### config.mk
export PLATFORM = sky130hd
export DESIGN_NAME = au_seq_prefix_adder
export DESIGN_NICKNAME = d
export VERILOG_FILES = /design/src/rtl/au_seq_prefix_adder.sv
export SDC_FILE = /design/constraint.sdc
export NUM_CORES = 1
export LEC_CHECK = 0
export CAP_MARGIN = 5
export CORE_UTILIZATION = 30
export DETAILED_ROUTE_END_ITERATION = 10
export GPL_ROUTABILITY_DRIVEN = 0
export GPL_TIMING_DRIVEN = 0
export PLACE_DENSITY = 0.52
export SETUP_SLACK_MARGIN = 0.2
export SYNTH_ARGS = -nofsm -noshare
export SYNTH_HDL_FRONTEND = slang
export SYNTH_HIERARCHICAL = 1
export SYNTH_SLANG_ARGS = --single-unit
### constraint.sdc
create_clock -name clk -period 5.5 [get_ports clk]
set_input_delay 1.65 -clock clk [delete_from_list [all_inputs] [get_ports clk]]
set_output_delay 1.65 -clock clk [all_outputs]
set_load 0.03 [all_outputs]
### src/rtl/au_seq_prefix_adder.sv
// Multi-cycle wide adder: one CHUNK-bit parallel-prefix carry unit is reused
// over the operand words, LSB chunk first, with the inter-chunk carry held in a flop.

// Group generate/propagate prefix network: go[j]/po[j] cover bits 0..j.
// ARCH: 0 serial ripple, 1 Brent-Kung, 2 Sklansky.
module AU_prefix_and_or #(
  parameter int N    = 16,
  parameter int ARCH = 2
) (
  input  logic [N-1:0] gi,
  input  logic [N-1:0] pi,
  output logic [N-1:0] go,
  output logic [N-1:0] po
);

  if (ARCH == 0 || N == 1) begin : g_serial
    logic [N-1:0] g_c;
    logic [N-1:0] p_c;
    assign g_c[0] = gi[0];
    assign p_c[0] = pi[0];
    for (genvar i = 1; i < N; i++) begin : g_bit
      assign g_c[i] = gi[i] | (pi[i] & g_c[i-1]);
      assign p_c[i] = pi[i] & p_c[i-1];
    end
    assign go = g_c;
    assign po = p_c;
  end else if (ARCH == 1) begin : g_brent_kung
    localparam int L = $clog2(N);
    logic [N-1:0] g_l [0:2*L];
    logic [N-1:0] p_l [0:2*L];
    assign g_l[0] = gi;
    assign p_l[0] = pi;
    // Up-sweep builds power-of-two spans ending at bit i, down-sweep fills the gaps.
    for (genvar l = 0; l < L; l++) begin : g_up
      for (genvar i = 0; i < N; i++) begin : g_bit
        if (((i + 1) % (2 ** (l + 1))) == 0) begin : g_op
          assign g_l[l+1][i] = g_l[l][i] | (p_l[l][i] & g_l[l][i-(2**l)]);
          assign p_l[l+1][i] = p_l[l][i] & p_l[l][i-(2**l)];
        end else begin : g_pass
          assign g_l[l+1][i] = g_l[l][i];
          assign p_l[l+1][i] = p_l[l][i];
        end
      end
    end
    for (genvar d = 0; d < L; d++) begin : g_down
      localparam int LV = L - 1 - d;
      for (genvar i = 0; i < N; i++) begin : g_bit
        if ((((i + 1) % (2 ** (LV + 1))) == (2 ** LV)) && (i > (2 ** LV))) begin : g_op
          assign g_l[L+d+1][i] = g_l[L+d][i] | (p_l[L+d][i] & g_l[L+d][i-(2**LV)]);
          assign p_l[L+d+1][i] = p_l[L+d][i] & p_l[L+d][i-(2**LV)];
        end else begin : g_pass
          assign g_l[L+d+1][i] = g_l[L+d][i];
          assign p_l[L+d+1][i] = p_l[L+d][i];
        end
      end
    end
    assign go = g_l[2*L];
    assign po = p_l[2*L];
  end else begin : g_sklansky
    localparam int L = $clog2(N);
    logic [N-1:0] g_l [0:L];
    logic [N-1:0] p_l [0:L];
    assign g_l[0] = gi;
    assign p_l[0] = pi;
    for (genvar l = 0; l < L; l++) begin : g_lvl
      for (genvar i = 0; i < N; i++) begin : g_bit
        if (((i >> l) & 1) == 1) begin : g_op
          assign g_l[l+1][i] = g_l[l][i] | (p_l[l][i] & g_l[l][((i>>l)<<l)-1]);
          assign p_l[l+1][i] = p_l[l][i] & p_l[l][((i>>l)<<l)-1];
        end else begin : g_pass
          assign g_l[l+1][i] = g_l[l][i];
          assign p_l[l+1][i] = p_l[l][i];
        end
      end
    end
    assign go = g_l[L];
    assign po = p_l[L];
  end

endmodule

module au_seq_prefix_adder #(
  parameter int WIDTH = 64,
  parameter int CHUNK = 16,
  parameter int ARCH  = 2
) (
  input  logic             clk,
  input  logic             rst_n,
  input  logic             in_valid,
  output logic             in_ready,
  input  logic [WIDTH-1:0] a,
  input  logic [WIDTH-1:0] b,
  input  logic             ci,
  output logic             out_valid,
  input  logic             out_ready,
  output logic [WIDTH-1:0] s,
  output logic             co
);

  localparam int NCH   = WIDTH / CHUNK;
  localparam int CNT_W = (NCH > 1) ? $clog2(NCH) : 1;
  localparam logic [CNT_W-1:0] LAST = CNT_W'(NCH - 1);

  if ((WIDTH < 1) || (CHUNK < 1) || ((WIDTH % CHUNK) != 0)) begin : g_param_check
    $error("au_seq_prefix_adder: WIDTH must be a positive multiple of CHUNK");
  end

  typedef enum logic [1:0] {
    ST_IDLE,
    ST_RUN,
    ST_DONE
  } state_e;

  state_e           state_q, state_d;
  logic [CNT_W-1:0] cnt_q,   cnt_d;
  logic             carry_q, carry_d;
  logic [WIDTH-1:0] a_q,     a_d;
  logic [WIDTH-1:0] b_q,     b_d;
  logic [WIDTH-1:0] s_q,     s_d;
  logic             co_q,    co_d;

  logic [CHUNK-1:0] a_chunk, b_chunk;
  logic [CHUNK-1:0] g_chunk, p_chunk;
  logic [CHUNK-1:0] go_chunk, po_chunk;
  logic [CHUNK-1:0] sum_chunk;
  logic [CHUNK:0]   c_chain;

  assign a_chunk = a_q[int'(cnt_q)*CHUNK +: CHUNK];
  assign b_chunk = b_q[int'(cnt_q)*CHUNK +: CHUNK];
  assign g_chunk = a_chunk & b_chunk;
  assign p_chunk = a_chunk ^ b_chunk;

  AU_prefix_and_or #(
    .N    (CHUNK),
    .ARCH (ARCH)
  ) u_prefix (
    .gi (g_chunk),
    .pi (p_chunk),
    .go (go_chunk),
    .po (po_chunk)
  );

  // The prefix tree assumes carry-in 0; the held carry is folded in afterwards.
  assign c_chain[0]       = carry_q;
  assign c_chain[CHUNK:1] = go_chunk | (po_chunk & {CHUNK{carry_q}});
  assign sum_chunk        = p_chunk ^ c_chain[CHUNK-1:0];

  always_comb begin
    // NOTE: every *_d gets its hold value first, so no path through the case
    // leaves a signal unassigned and no latch is inferred.
    state_d = state_q;
    cnt_d   = cnt_q;
    carry_d = carry_q;
    a_d     = a_q;
    b_d     = b_q;
    s_d     = s_q;
    co_d    = co_q;
    unique case (state_q)
      ST_IDLE: begin
        if (in_valid) begin
          a_d     = a;
          b_d     = b;
          carry_d = ci;
          cnt_d   = '0;
          state_d = ST_RUN;
        end
      end
      ST_RUN: begin
        s_d[int'(cnt_q)*CHUNK +: CHUNK] = sum_chunk;
        carry_d = c_chain[CHUNK];
        cnt_d   = cnt_q + 1'b1;
        if (cnt_q == LAST) begin
          co_d    = c_chain[CHUNK];
          state_d = ST_DONE;
        end
      end
      ST_DONE: begin
        if (out_ready) begin
          state_d = ST_IDLE;
        end
      end
      default: state_d = ST_IDLE;
    endcase
  end

  // NOTE: state uses non-blocking assignments so every flop samples the
  // pre-edge values regardless of statement order.
  always_ff @(posedge clk) begin
    if (!rst_n) begin
      state_q <= ST_IDLE;
      cnt_q   <= '0;
      carry_q <= 1'b0;
      a_q     <= '0;
      b_q     <= '0;
      s_q     <= '0;
      co_q    <= 1'b0;
    end else begin
      state_q <= state_d;
      cnt_q   <= cnt_d;
      carry_q <= carry_d;
      a_q     <= a_d;
      b_q     <= b_d;
      s_q     <= s_d;
      co_q    <= co_d;
    end
  end

  assign in_ready  = (state_q == ST_IDLE);
  assign out_valid = (state_q == ST_DONE);
  assign s         = s_q;
  assign co        = co_q;

endmodule

==> impl_metrics.toml <==
[logic_synthesis]
synth_xor_area_frac = 0.0169
async_flop_share = 0
synth_area_per_cell_um2 = 9.21
syn_inst = 901
synthesis.nets = 1054
synth_compound_area_frac = 0.187
synthFlopType = "dfxtp_1"
synth-simple-area-share = 0.158
synth_enable_flop_cells = 0
yosysWarnings = 6
yosys_register_bits = 198
yosysSeqAreaShare = 0.478
muxShareOfSynthArea = 0.0869
synth_top_family_by_area = "compound AO/OA/AOI/OAI gates"
synthDistinctLibCells = 49
synthAdderAreaFrac = 0.0302
syn_area_um2 = 8300

[die]
ios = 200
design.core.area_um2 = 27000
fp.dieH_um = 168
num_rows = 60
die_x_um = 168
die_area_um2 = 28300
start_util = 0.307

[cells_and_area]
multi_input_area_um2 = 3980
fill_cells = 2690
drive_gt1_frac = 0.0919
antennaDiodeCount = 0
syn2layout_area_growth_pct = 36.8
final_cell_area_um2 = 11300
regArea_um2 = 3960
final_nets = 1272

[sta]
period_share = 0.800
slew_viol_final = 0
min_period_ps = 4400
slew_headroom = 0.500
fmax_ghz = 0.227
rsz0062_at_grt = "false"
max_slew.worst_pin.slew_ps = 749
setup_tns_ps = 0
hold_viol_final = 0
finalSetupViolCount = 0
skew_ps = 10.1

[setup_path]
crit_end = "s[11]"
reg2reg_depth = 13
cp.arrival_ps = 4780
r2r_start = "cnt_q[1]"
endpoint_kind = "register"
path_class = "register to register"
r2r_setup_slack_ps = 1100
startpoint = "cnt_q[1]"
startpoint_type = "register"
cp.required_ps = 5880
r2r-end = "s[11]"
path_max_fanout = 10

[placement]
port_buffers = 199
place_hpwl_um = 21000
dpl-instance-area_um2 = 10700

[grt]
gr-usage-all-layers = 0.193
grt_pass1_vias = 7059
grt_overflow = 0
grt_max_degree = 19
grt_pass1_wl_um = 41100
antenna_found_initial = 0

[clock_network]
numCtsBuffers = 17
cts_tree = "built"
cts_root_buf = "clkbuf_16"
path_clk_slew_ps = 80
postCtsSetupBuffers = 0
post_cts_resized = 0
ctsHoldBuffers = 0
numClockSinks = 198
cts_buffer_depth = 2
htree_levels = 4
clk_latency_ps = 440

[power_and_ir_drop]
clkPwrFrac = 0.396
leakagePower_uw = 0.00435
pwr_density_cell_nw_per_um2 = 301
p_switching_uw = 932
p_seq_frac = 0.450
peakVddDrop_mv = 0.210
p_int_uw = 2490
p_comb_frac = 0.155
switching_share = 0.273

[detailed_routing]
drc = 0
drt_iter0_drc = 497
totalWireLength_um = 27000
wl_per_cell_um = 18.3
num_vias = 7207
drt_pass1_iterations = 5
via_per_inst = 4.89
ant_nets = 0

[run]
cap_violations = 0

[hold_path]
hp-start = "a_q[31]"
hold_class = "register to register"

[run_status]
status = "complete, no violations"
## state kept, by name (all words and copies together) (netlist names)
register and count:
a_q 64, b_q 64, carry_q 1, cnt_q 2, co 1, s 64, state_q 2
## routing by layer
layer	GRT usage	share of wire	vias up
li1	-	-	3573
met1	0.266	0.48	3358
met2	0.305	0.44	240
met3	0.0317	0.052	36
met4	0.0680	0.025	0
met5	0	0	-
## worst min-delay path by stage
stage / depth (start not counted) / end
final: 2 / a_q[31]
after global placement: 2 / b_q[18]
after global routing: 2 / b_q[57]
after floorplan: 2 / a_q[26]
after CTS: 2 / a_q[31]
after detailed placement: 2 / a_q[31]
## placed cells by master (no fill, tap or decap), types with 16 or more instances in the layout
master and n:
a21oi_1 157, a22o_1 60, buf_2 27, clkbuf_1 34
clkbuf_16 17, clkdlybuf4s50_1 199, dfxtp_1 198, ha_1 20
mux4_2 32, nand2_1 266, xnor2_1 16
## cells in the mapped netlist (2+ instances only)
cell | count | share of area
and3_1 | 4 | 0.0030
nand4b_1 | 2 | 0.0021
buf_4 | 3 | 0.0027
dfxtp_1 | 198 | 0.48
xnor2_1 | 16 | 0.017
a21o_1 | 10 | 0.0090
ha_1 | 20 | 0.030
nor4_4 | 2 | 0.0051
buf_2 | 27 | 0.016
clkbuf_1 | 34 | 0.015
buf_6 | 2 | 0.0027
nor3_1 | 2 | 0.0012
a21oi_1 | 157 | 0.095
and2_1 | 6 | 0.0045
a32o_1 | 2 | 0.0024
o21ai_0 | 2 | 0.0012
inv_1 | 12 | 0.0054
a22o_1 | 60 | 0.063
and4_1 | 2 | 0.0021
nor2_1 | 9 | 0.0041
mux4_2 | 32 | 0.087
nand3_1 | 7 | 0.0042
nand2_1 | 266 | 0.12
## kinds of logic (layout without fill, tap and decap cells)
group                      after synthesis  count (layout)
DFF                                    198             198
adders and majority gates               20              20
buffers and inverters                   79             310
xor gates and xnor gates                16              16
AOI/OAI and AO/OA                      245             245
muxes                                   32              32
and+or+nand+nor                        311             311
## power groups by stage
stage,logic [uW],clock network [uW],registers [uW]
2_1_floorplan,286,0,1570
3_3_place_gp,532,0,1570
3_5_place_dp,533,0,1570
4_1_cts,535,1370,1540
5_1_grt,579,1420,1540
6_report,529,1350,1540
## cell type report
class,instances,area share
clock buffers,19,0.0399
repair buffers,199,0.176
multi-input cells,624,0.350
well taps,341,0.0376
clock inverters,13,0.0160
plain buffers,67,0.0275
inverters,12,0.00397
flip-flops and latches,198,0.349
## metrics by stage
| stage | worst slack, ps | hold slack, ps | cells | total power (uW) | util |
|---|---|---|---|---|---|
| detailed placement | 1090 | 444 | 1441 | 2100 | 0.396 |
| global route | 848 | 471 | 1473 | 3540 | 0.420 |
| floorplan | 1940 | 433 | 901 | 1850 | - |
| CTS | 1050 | 455 | 1473 | 3440 | 0.420 |
| global placement | 1080 | 439 | 1441 | 2100 | 0.396 |
| finish | 1100 | 453 | 1473 | 3420 | 0.420 |
## worst max-delay path: stages, from the launching register on
cell      delay (ps)
dfxtp_1          350
buf_2            290
buf_2            380
clkbuf_1         560
mux4_2           430
ha_1             380
a21o_1           240
a31o_4           270
a311oi_2         310
nor2_1           130
a221o_1          330
a21oi_1          140
xnor2_1          290
a22o_1           220
(Power assumes the default switching activity.)
